--- src/rtl/aes_pkg.sv ---
// Shared AES definitions: key-size modes, Nk/Nr lookup,
// GF(2^8) doubling and the forward S-box.
package aes_pkg;

    typedef enum logic [1:0] {
        MODE_128 = 2'd0,
        MODE_192 = 2'd1,
        MODE_256 = 2'd2,
        MODE_RSV = 2'd3
    } aes_mode_e;

    function automatic logic [3:0] nk_of(input aes_mode_e m);
        case (m)
            MODE_192: return 4'd6;
            MODE_256: return 4'd8;
            default:  return 4'd4;
        endcase
    endfunction

    function automatic logic [3:0] nr_of(input aes_mode_e m);
        case (m)
            MODE_192: return 4'd12;
            MODE_256: return 4'd14;
            default:  return 4'd10;
        endcase
    endfunction

    function automatic logic [7:0] xtime(input logic [7:0] b);
        return {b[6:0], 1'b0} ^ (b[7] ? 8'h1b : 8'h00);
    endfunction

    localparam logic [7:0] SBOX [256] = '{
        8'h63,8'h7c,8'h77,8'h7b,8'hf2,8'h6b,8'h6f,8'hc5,8'h30,8'h01,8'h67,8'h2b,8'hfe,8'hd7,8'hab,8'h76,
        8'hca,8'h82,8'hc9,8'h7d,8'hfa,8'h59,8'h47,8'hf0,8'had,8'hd4,8'ha2,8'haf,8'h9c,8'ha4,8'h72,8'hc0,
        8'hb7,8'hfd,8'h93,8'h26,8'h36,8'h3f,8'hf7,8'hcc,8'h34,8'ha5,8'he5,8'hf1,8'h71,8'hd8,8'h31,8'h15,
        8'h04,8'hc7,8'h23,8'hc3,8'h18,8'h96,8'h05,8'h9a,8'h07,8'h12,8'h80,8'he2,8'heb,8'h27,8'hb2,8'h75,
        8'h09,8'h83,8'h2c,8'h1a,8'h1b,8'h6e,8'h5a,8'ha0,8'h52,8'h3b,8'hd6,8'hb3,8'h29,8'he3,8'h2f,8'h84,
        8'h53,8'hd1,8'h00,8'hed,8'h20,8'hfc,8'hb1,8'h5b,8'h6a,8'hcb,8'hbe,8'h39,8'h4a,8'h4c,8'h58,8'hcf,
        8'hd0,8'hef,8'haa,8'hfb,8'h43,8'h4d,8'h33,8'h85,8'h45,8'hf9,8'h02,8'h7f,8'h50,8'h3c,8'h9f,8'ha8,
        8'h51,8'ha3,8'h40,8'h8f,8'h92,8'h9d,8'h38,8'hf5,8'hbc,8'hb6,8'hda,8'h21,8'h10,8'hff,8'hf3,8'hd2,
        8'hcd,8'h0c,8'h13,8'hec,8'h5f,8'h97,8'h44,8'h17,8'hc4,8'ha7,8'h7e,8'h3d,8'h64,8'h5d,8'h19,8'h73,
        8'h60,8'h81,8'h4f,8'hdc,8'h22,8'h2a,8'h90,8'h88,8'h46,8'hee,8'hb8,8'h14,8'hde,8'h5e,8'h0b,8'hdb,
        8'he0,8'h32,8'h3a,8'h0a,8'h49,8'h06,8'h24,8'h5c,8'hc2,8'hd3,8'hac,8'h62,8'h91,8'h95,8'he4,8'h79,
        8'he7,8'hc8,8'h37,8'h6d,8'h8d,8'hd5,8'h4e,8'ha9,8'h6c,8'h56,8'hf4,8'hea,8'h65,8'h7a,8'hae,8'h08,
        8'hba,8'h78,8'h25,8'h2e,8'h1c,8'ha6,8'hb4,8'hc6,8'he8,8'hdd,8'h74,8'h1f,8'h4b,8'hbd,8'h8b,8'h8a,
        8'h70,8'h3e,8'hb5,8'h66,8'h48,8'h03,8'hf6,8'h0e,8'h61,8'h35,8'h57,8'hb9,8'h86,8'hc1,8'h1d,8'h9e,
        8'he1,8'hf8,8'h98,8'h11,8'h69,8'hd9,8'h8e,8'h94,8'h9b,8'h1e,8'h87,8'he9,8'hce,8'h55,8'h28,8'hdf,
        8'h8c,8'ha1,8'h89,8'h0d,8'hbf,8'he6,8'h42,8'h68,8'h41,8'h99,8'h2d,8'h0f,8'hb0,8'h54,8'hbb,8'h16
    };

endpackage

--- src/rtl/aes_word_chain.sv ---
// Combinational generator of the next four schedule words,
// sharing one SubWord S-box across the beat.
module aes_word_chain (
    input  logic [0:7][31:0] hist,
    input  logic [0:3][31:0] key_hi,
    input  logic             first,
    input  logic [3:0]       nk,
    input  logic [2:0]       pos,
    input  logic [7:0]       rcon,
    output logic [0:3][31:0] words,
    output logic             rcon_used
);

    logic [3:0]       key_j;
    logic             sub_en;
    logic             rot;
    logic [1:0]       js;
    logic [0:4][31:0] ea;
    logic [0:4][31:0] eb;
    logic [31:0]      sb_in;
    logic [31:0]      sb_out;

    // find the one slot needing SubWord; key words pass through
    always_comb begin
        int p;
        p      = 0;
        sub_en = 1'b0;
        rot    = 1'b0;
        js     = 2'd0;
        key_j  = '0;
        for (int j = 0; j < 4; j++) begin
            p = int'(pos) + j;
            if (p >= int'(nk)) p = p - int'(nk);
            key_j[j] = first && (4 + j < int'(nk));
            if (!key_j[j]) begin
                if (p == 0) begin
                    sub_en = 1'b1;
                    rot    = 1'b1;
                    js     = 2'(j);
                end else if (nk == 4'd8 && p == 4) begin
                    sub_en = 1'b1;
                    js     = 2'(j);
                end
            end
        end
    end

    // words ahead of the S-box slot never use it, so this
    // plain chain gives the S-box input without a loop
    always_comb begin
        ea[0] = hist[7];
        for (int j = 0; j < 4; j++) begin
            ea[j+1] = key_j[j] ? key_hi[j]
                    : hist[3'(8 + j - int'(nk))] ^ ea[j];
        end
        sb_in = rot ? {ea[js][23:0], ea[js][31:24]} : ea[js];
    end

    sub_bytes #(.n_bytes_p(4)) u_sbox (
        .val (sb_in),
        .res (sb_out)
    );

    // final chain with the substituted word spliced in
    always_comb begin
        logic [31:0] t;
        t         = '0;
        eb[0]     = hist[7];
        rcon_used = sub_en && rot;
        for (int j = 0; j < 4; j++) begin
            t = eb[j];
            if (sub_en && js == 2'(j)) begin
                t = sb_out ^ (rot ? {rcon, 24'h0} : 32'h0);
            end
            eb[j+1] = key_j[j] ? key_hi[j]
                    : hist[3'(8 + j - int'(nk))] ^ t;
        end
        words = eb[1:4];
    end

endmodule

--- src/rtl/sub_bytes.sv ---
// Byte-wise forward S-box substitution over an
// n-byte word.
module sub_bytes
    import aes_pkg::*;
#(
    parameter int n_bytes_p = 4
) (
    input  logic [8*n_bytes_p-1:0] val,
    output logic [8*n_bytes_p-1:0] res
);

    // look up every byte independently
    always_comb begin
        res = '0;
        for (int b = 0; b < n_bytes_p; b++) begin
            res[8*b +: 8] = SBOX[val[8*b +: 8]];
        end
    end

endmodule

--- src/rtl/aes_key_sched_stream.sv ---
// Iterative AES-128/192/256 key schedule streaming one
// 128-bit round key per beat with full backpressure.
module aes_key_sched_stream
    import aes_pkg::*;
#(
    parameter int max_nk_p = 8
) (
    input  logic                   clk_i,
    input  logic                   reset_n_i,
    input  logic                   v_i,
    output logic                   ready_o,
    input  logic [32*max_nk_p-1:0] key_i,
    input  logic [1:0]             mode_i,
    output logic                   v_o,
    input  logic                   ready_i,
    output logic [127:0]           rkey_o,
    output logic [3:0]             round_o,
    output logic                   last_o,
    output logic                   err_o
);

    typedef enum logic {IDLE, RUN} state_e;

    state_e           state_q;
    state_e           state_d;
    logic             accept;
    logic             reject;
    logic             advance;
    logic             bad;
    logic [255:0]     key_full;
    aes_mode_e        mode;
    logic [3:0]       nk_in;
    logic [3:0]       nr_in;
    logic [3:0]       nk_q;
    logic [3:0]       nr_q;
    logic [3:0]       pos_nxt;
    logic [2:0]       pos_q;
    logic [7:0]       rcon_q;
    logic [0:7][31:0] hist_q;
    logic [0:3][31:0] key_hi_q;
    logic [0:3][31:0] words;
    logic             rcon_used;

    assign key_full = 256'(key_i) << (256 - 32*max_nk_p);
    assign mode     = aes_mode_e'(mode_i);
    assign nk_in    = nk_of(mode);
    assign nr_in    = nr_of(mode);
    assign bad      = (mode == MODE_RSV) || (int'(nk_in) > max_nk_p);
    assign v_o      = (state_q == RUN);

    aes_word_chain u_chain (
        .hist      (hist_q),
        .key_hi    (key_hi_q),
        .first     (round_o == 4'd0),
        .nk        (nk_q),
        .pos       (pos_q),
        .rcon      (rcon_q),
        .words     (words),
        .rcon_used (rcon_used)
    );

    // state register
    always_ff @(posedge clk_i or negedge reset_n_i) begin
        if (!reset_n_i) state_q <= IDLE;
        else            state_q <= state_d;
    end

    // next state and handshake decode
    always_comb begin
        state_d = state_q;
        accept  = 1'b0;
        reject  = 1'b0;
        advance = 1'b0;
        ready_o = 1'b0;
        unique case (state_q)
            IDLE: begin
                ready_o = 1'b1;
                if (v_i) begin
                    if (bad) begin
                        reject = 1'b1;
                    end else begin
                        accept  = 1'b1;
                        state_d = RUN;
                    end
                end
            end
            RUN: begin
                if (ready_i) begin
                    advance = 1'b1;
                    if (last_o) state_d = IDLE;
                end
            end
            default: ;
        endcase
    end

    // word position within Nk for the next beat
    always_comb begin
        pos_nxt = {1'b0, pos_q} + 4'd4;
        if (pos_nxt >= nk_q) pos_nxt = pos_nxt - nk_q;
    end

    // key latch, history shift and output round key
    always_ff @(posedge clk_i or negedge reset_n_i) begin
        if (!reset_n_i) begin
            rkey_o   <= '0;
            round_o  <= '0;
            last_o   <= 1'b0;
            err_o    <= 1'b0;
            rcon_q   <= 8'h01;
            nk_q     <= 4'd4;
            nr_q     <= 4'd10;
            pos_q    <= '0;
            hist_q   <= '0;
            key_hi_q <= '0;
        end else begin
            err_o <= reject;
            if (accept) begin
                rkey_o   <= key_full[255:128];
                round_o  <= '0;
                last_o   <= 1'b0;
                rcon_q   <= 8'h01;
                nk_q     <= nk_in;
                nr_q     <= nr_in;
                pos_q    <= (nk_in == 4'd4) ? 3'd0 : 3'd4;
                hist_q   <= {128'h0, key_full[255:128]};
                key_hi_q <= key_full[127:0];
            end else if (advance && !last_o) begin
                rkey_o  <= words;
                round_o <= round_o + 4'd1;
                last_o  <= (round_o + 4'd1 == nr_q);
                hist_q  <= {hist_q[4:7], words};
                pos_q   <= pos_nxt[2:0];
                if (rcon_used) rcon_q <= xtime(rcon_q);
            end
        end
    end

endmodule

--- config.mk ---
export PLATFORM = sky130hd
export DESIGN_NAME = aes_key_sched_stream
export DESIGN_NICKNAME = d
export VERILOG_FILES = /design/src/rtl/aes_pkg.sv /design/src/rtl/aes_word_chain.sv /design/src/rtl/sub_bytes.sv /design/src/rtl/aes_key_sched_stream.sv
export SDC_FILE = /design/constraint.sdc
export NUM_CORES = 2
export LEC_CHECK = 0
export BUFFER_PORTS_ARGS = -buffer_cell sky130_fd_sc_hd__buf_4
export CELL_PAD_IN_SITES_DETAIL_PLACEMENT = 1
export CELL_PAD_IN_SITES_GLOBAL_PLACEMENT = 2
export CORE_UTILIZATION = 37
export DETAILED_ROUTE_END_ITERATION = 16
export PLACE_DENSITY = 0.8
export SLEW_MARGIN = 5
export SYNTH_ARGS = -nofsm -noshare
export SYNTH_HDL_FRONTEND = slang
export SYNTH_SLANG_ARGS = --single-unit
--- constraint.sdc ---
create_clock -name clk_i -period 9 [get_ports clk_i]
set_input_delay 1.8 -clock clk_i [delete_from_list [all_inputs] [get_ports clk_i]]
set_output_delay 1.8 -clock clk_i [all_outputs]
set_load 0.1 [all_outputs]
==> run summary <==
Final hold violations = 0
Cell area after synthesis = 42,000 sq um
Worst-case clock buffer depth = 3
Die X = 339 um
Largest net degree at the start of global routing = 160
Status = complete, no violations
Syn Area/Cell = 8.09 sq um
Grt ovf = 0
Critical Path RT = 9490 ps
1st-iter DRT viols = 6,840
Crit start category = flop
Die Ht = 339 um
Worst slew margin = 0.108
Most common flop cell mapped by yosys = dfrtp_1
Number of clock sinks = 406
Postcts setup bufs = 0
DRC = 0
Total GRT Usage = 0.434
H-tree levels = 2
Final worst path period need = 8620 ps
Dominant cell type by area after synthesis = dfrtp_1
Worst-Margin Slew = 1330 ps
Post-cts resize count = 0
Total core area = 112,000 sq um
Maxcap violations = 0
Gpl congestion = 1.05
Initial antenna violation count = 6
Top cells by count, synth = nand2_1 (757), dfrtp_1 (403), a21oi_1 (315)
Post-synth top area share = 0.240
RSZ-0062 raised after global routing = no
Initial Util = 0.373
Area contributors post-synth = dfrtp_1 (24%), mux4_2 (7.0%), nand2_1 (6.8%)
Syn Nets = 5,508
CTS tree = done
FFs w/ async S/R, synth = 1.00
Worst-case clock skew = 33.8 ps
Total Nets Final = 5,661
Register bit total from synthesis = 406
Synth-to-layout area growth = 14.3%
TNS Setup = 0 ps
WP data arrival = 9110 ps
Detail Route Antenna Nets = 0
# rows = 123
CP max stage delay = 920 ps
Crit Path Class = flop to flop
# IOs = 398
Final count of negative-setup-slack endpoints = 0
Hold buffer count at cts = 0
Final wirelength = 259 mm
Post-DP HPWL = 192 mm
Pins Over Slew Limit = 0
DR vias = 49,670
Drt wl/cell = 37.7 um
CP bufs+invs = 2
CP Max Fanout = 40
CP Cell Sequence = ha_1, fa_1, fa_1, nand2b_1, a211oi_1, a21o_1, buf_12, a31oi_1, a211o_1, nand2_4, ha_1, inv_1, a21oi_1, o21ai_0, a21o_1, a311oi_1, o31ai_2, xor2_1, nor4b_2, nor3_2, xnor2_1, a21oi_1, a221o_1
Fillers = 13,291
Number of global-route vias before repair = 48,296
Number of distinct library cells after synthesis = 140
DR pass1 iterations = 6
Worst setup EP type = flop
CP max-delay cell = a311oi_1
Tcrit/Tclk final = 0.957
Die footprint = 115,000 sq um
First-pass GRT wire length = 369 mm
CTS clk-pin slew, worst paths = 70 ps
Number of I/O port buffers = 397
Root Driver = clkbuf_16
Worst skew pair latency = 620 ps
Layout cells sized above 1 = 0.219
Yosys warns = 0
Max Freq = 0.116 GHz
Class of the worst hold path = flop to flop
Number of synthesized flops with an enable pin = 0
Cell count after synthesis = 5,191
Num CTS Buffers = 43
Top-count cell post-synth = nand2_1
CP top delay family = compound AO/OA/AOI/OAI gates
DR vias/cell = 7.22
Register area share after synthesis = 0.242
## worst reg2reg max path, stage by stage, from the launching register on
cell	delay (ps)
dfrtp_4	670
ha_1	320
fa_1	420
fa_1	510
nand2b_1	70
a211oi_1	430
a21o_1	240
buf_12	230
a31oi_1	200
a211o_1	400
nand2_4	310
ha_1	640
inv_1	250
a21oi_1	810
o21ai_0	240
a21o_1	210
a311oi_1	920
o31ai_2	160
xor2_1	380
nor4b_2	300
nor3_2	120
xnor2_1	250
a21oi_1	110
a221o_1	300
## placed cells by master (no fill, tap or decap), drive strengths merged, types with 48 or more instances in the layout
cell type	count
buf	768
nand2	764
dfrtp	403
o21ai	342
a21oi	316
nor2	296
nand3	183
nor3	175
a211oi	148
o211ai	133
mux4	131
a22o	128
xnor2	110
a31oi	105
xor2	104
o22ai	80
clkbuf	68
inv	67
a22oi	64
ha	52
o31ai	50
o311ai	50
mux2i	48
## registers in the layout, indices dropped and copies added (netlist names)
| signal | count |
|---|---|
| hist_q | 128 |
| key_hi_q | 128 |
| rkey_o | 128 |
| rcon_q | 8 |
| round_o | 4 |
| nk_q | 3 |
| nr_q | 2 |
| pos_q | 2 |
| err_o | 1 |
| last_o | 1 |
| v_o | 1 |
## metal layers
metal  share of wire  global-route usage
met1            0.40               0.584
met2            0.43               0.655
met3            0.11              0.0949
met4           0.061               0.218
met5         0.00012                   0
## layout make-up
type / instances / area (sq um) / area share
diodes: 4 / 10.0 / 0.000208
clock buffers: 68 / 1280 / 0.0267
clock inverters: 10 / 146 / 0.00305
inverters: 66 / 248 / 0.00516
multi-input cells: 4059 / 28300 / 0.588
flip-flops and latches: 406 / 10200 / 0.212
well taps: 1500 / 1880 / 0.0391
repair buffers: 768 / 6040 / 0.126
## through the flow
| step | utilization | cell area (sq um) | setup WS (ps) | hold slack, ps | instances |
|---|---|---|---|---|---|
| 2_1_floorplan | - | 42000 | 733 | 437 | 5191 |
| 3_3_place_gp | 0.414 | 46600 | 809 | 453 | 6799 |
| 3_5_place_dp | 0.414 | 46600 | 742 | 456 | 6799 |
| 4_1_cts | 0.427 | 48000 | 698 | 471 | 6877 |
| 5_1_grt | 0.427 | 48000 | 168 | 491 | 6878 |
| 6_report | 0.427 | 48000 | 385 | 469 | 6881 |
## path summary, 6_finish.rpt
check                            startpoint            end  slack (ps)  depth (start not counted)
worst max-delay path                nk_q[1]      rkey_o[5]         380                         23
worst min register to register  key_hi_q[5]    key_hi_q[5]         470                          2
max in group asynchronous         reset_n_i  key_hi_q[112]        6100                          2
worst min-delay path            key_hi_q[5]    key_hi_q[5]         470                          2
min in group asynchronous         reset_n_i   key_hi_q[46]        1270                          1
worst max register to register      nk_q[1]      rkey_o[5]         380                         23
## logic make-up after synthesis
kind of cell             count (synthesis)  share of synthesized area
XOR/XNOR                               216                     0.0474
buffers and inverters                  726                     0.0899
adder cells (fa/ha/maj)                 55                     0.0169
AND/OR/NAND/NOR                       1661                      0.182
AO/OA/AOI/OAI                         1934                      0.335
flip-flops                             406                      0.242
multiplexers                           193                     0.0863
Power is left out: the tool's default activity adds up to more than one toggle a clock period on the data nets, which glitch-free logic cannot reach.
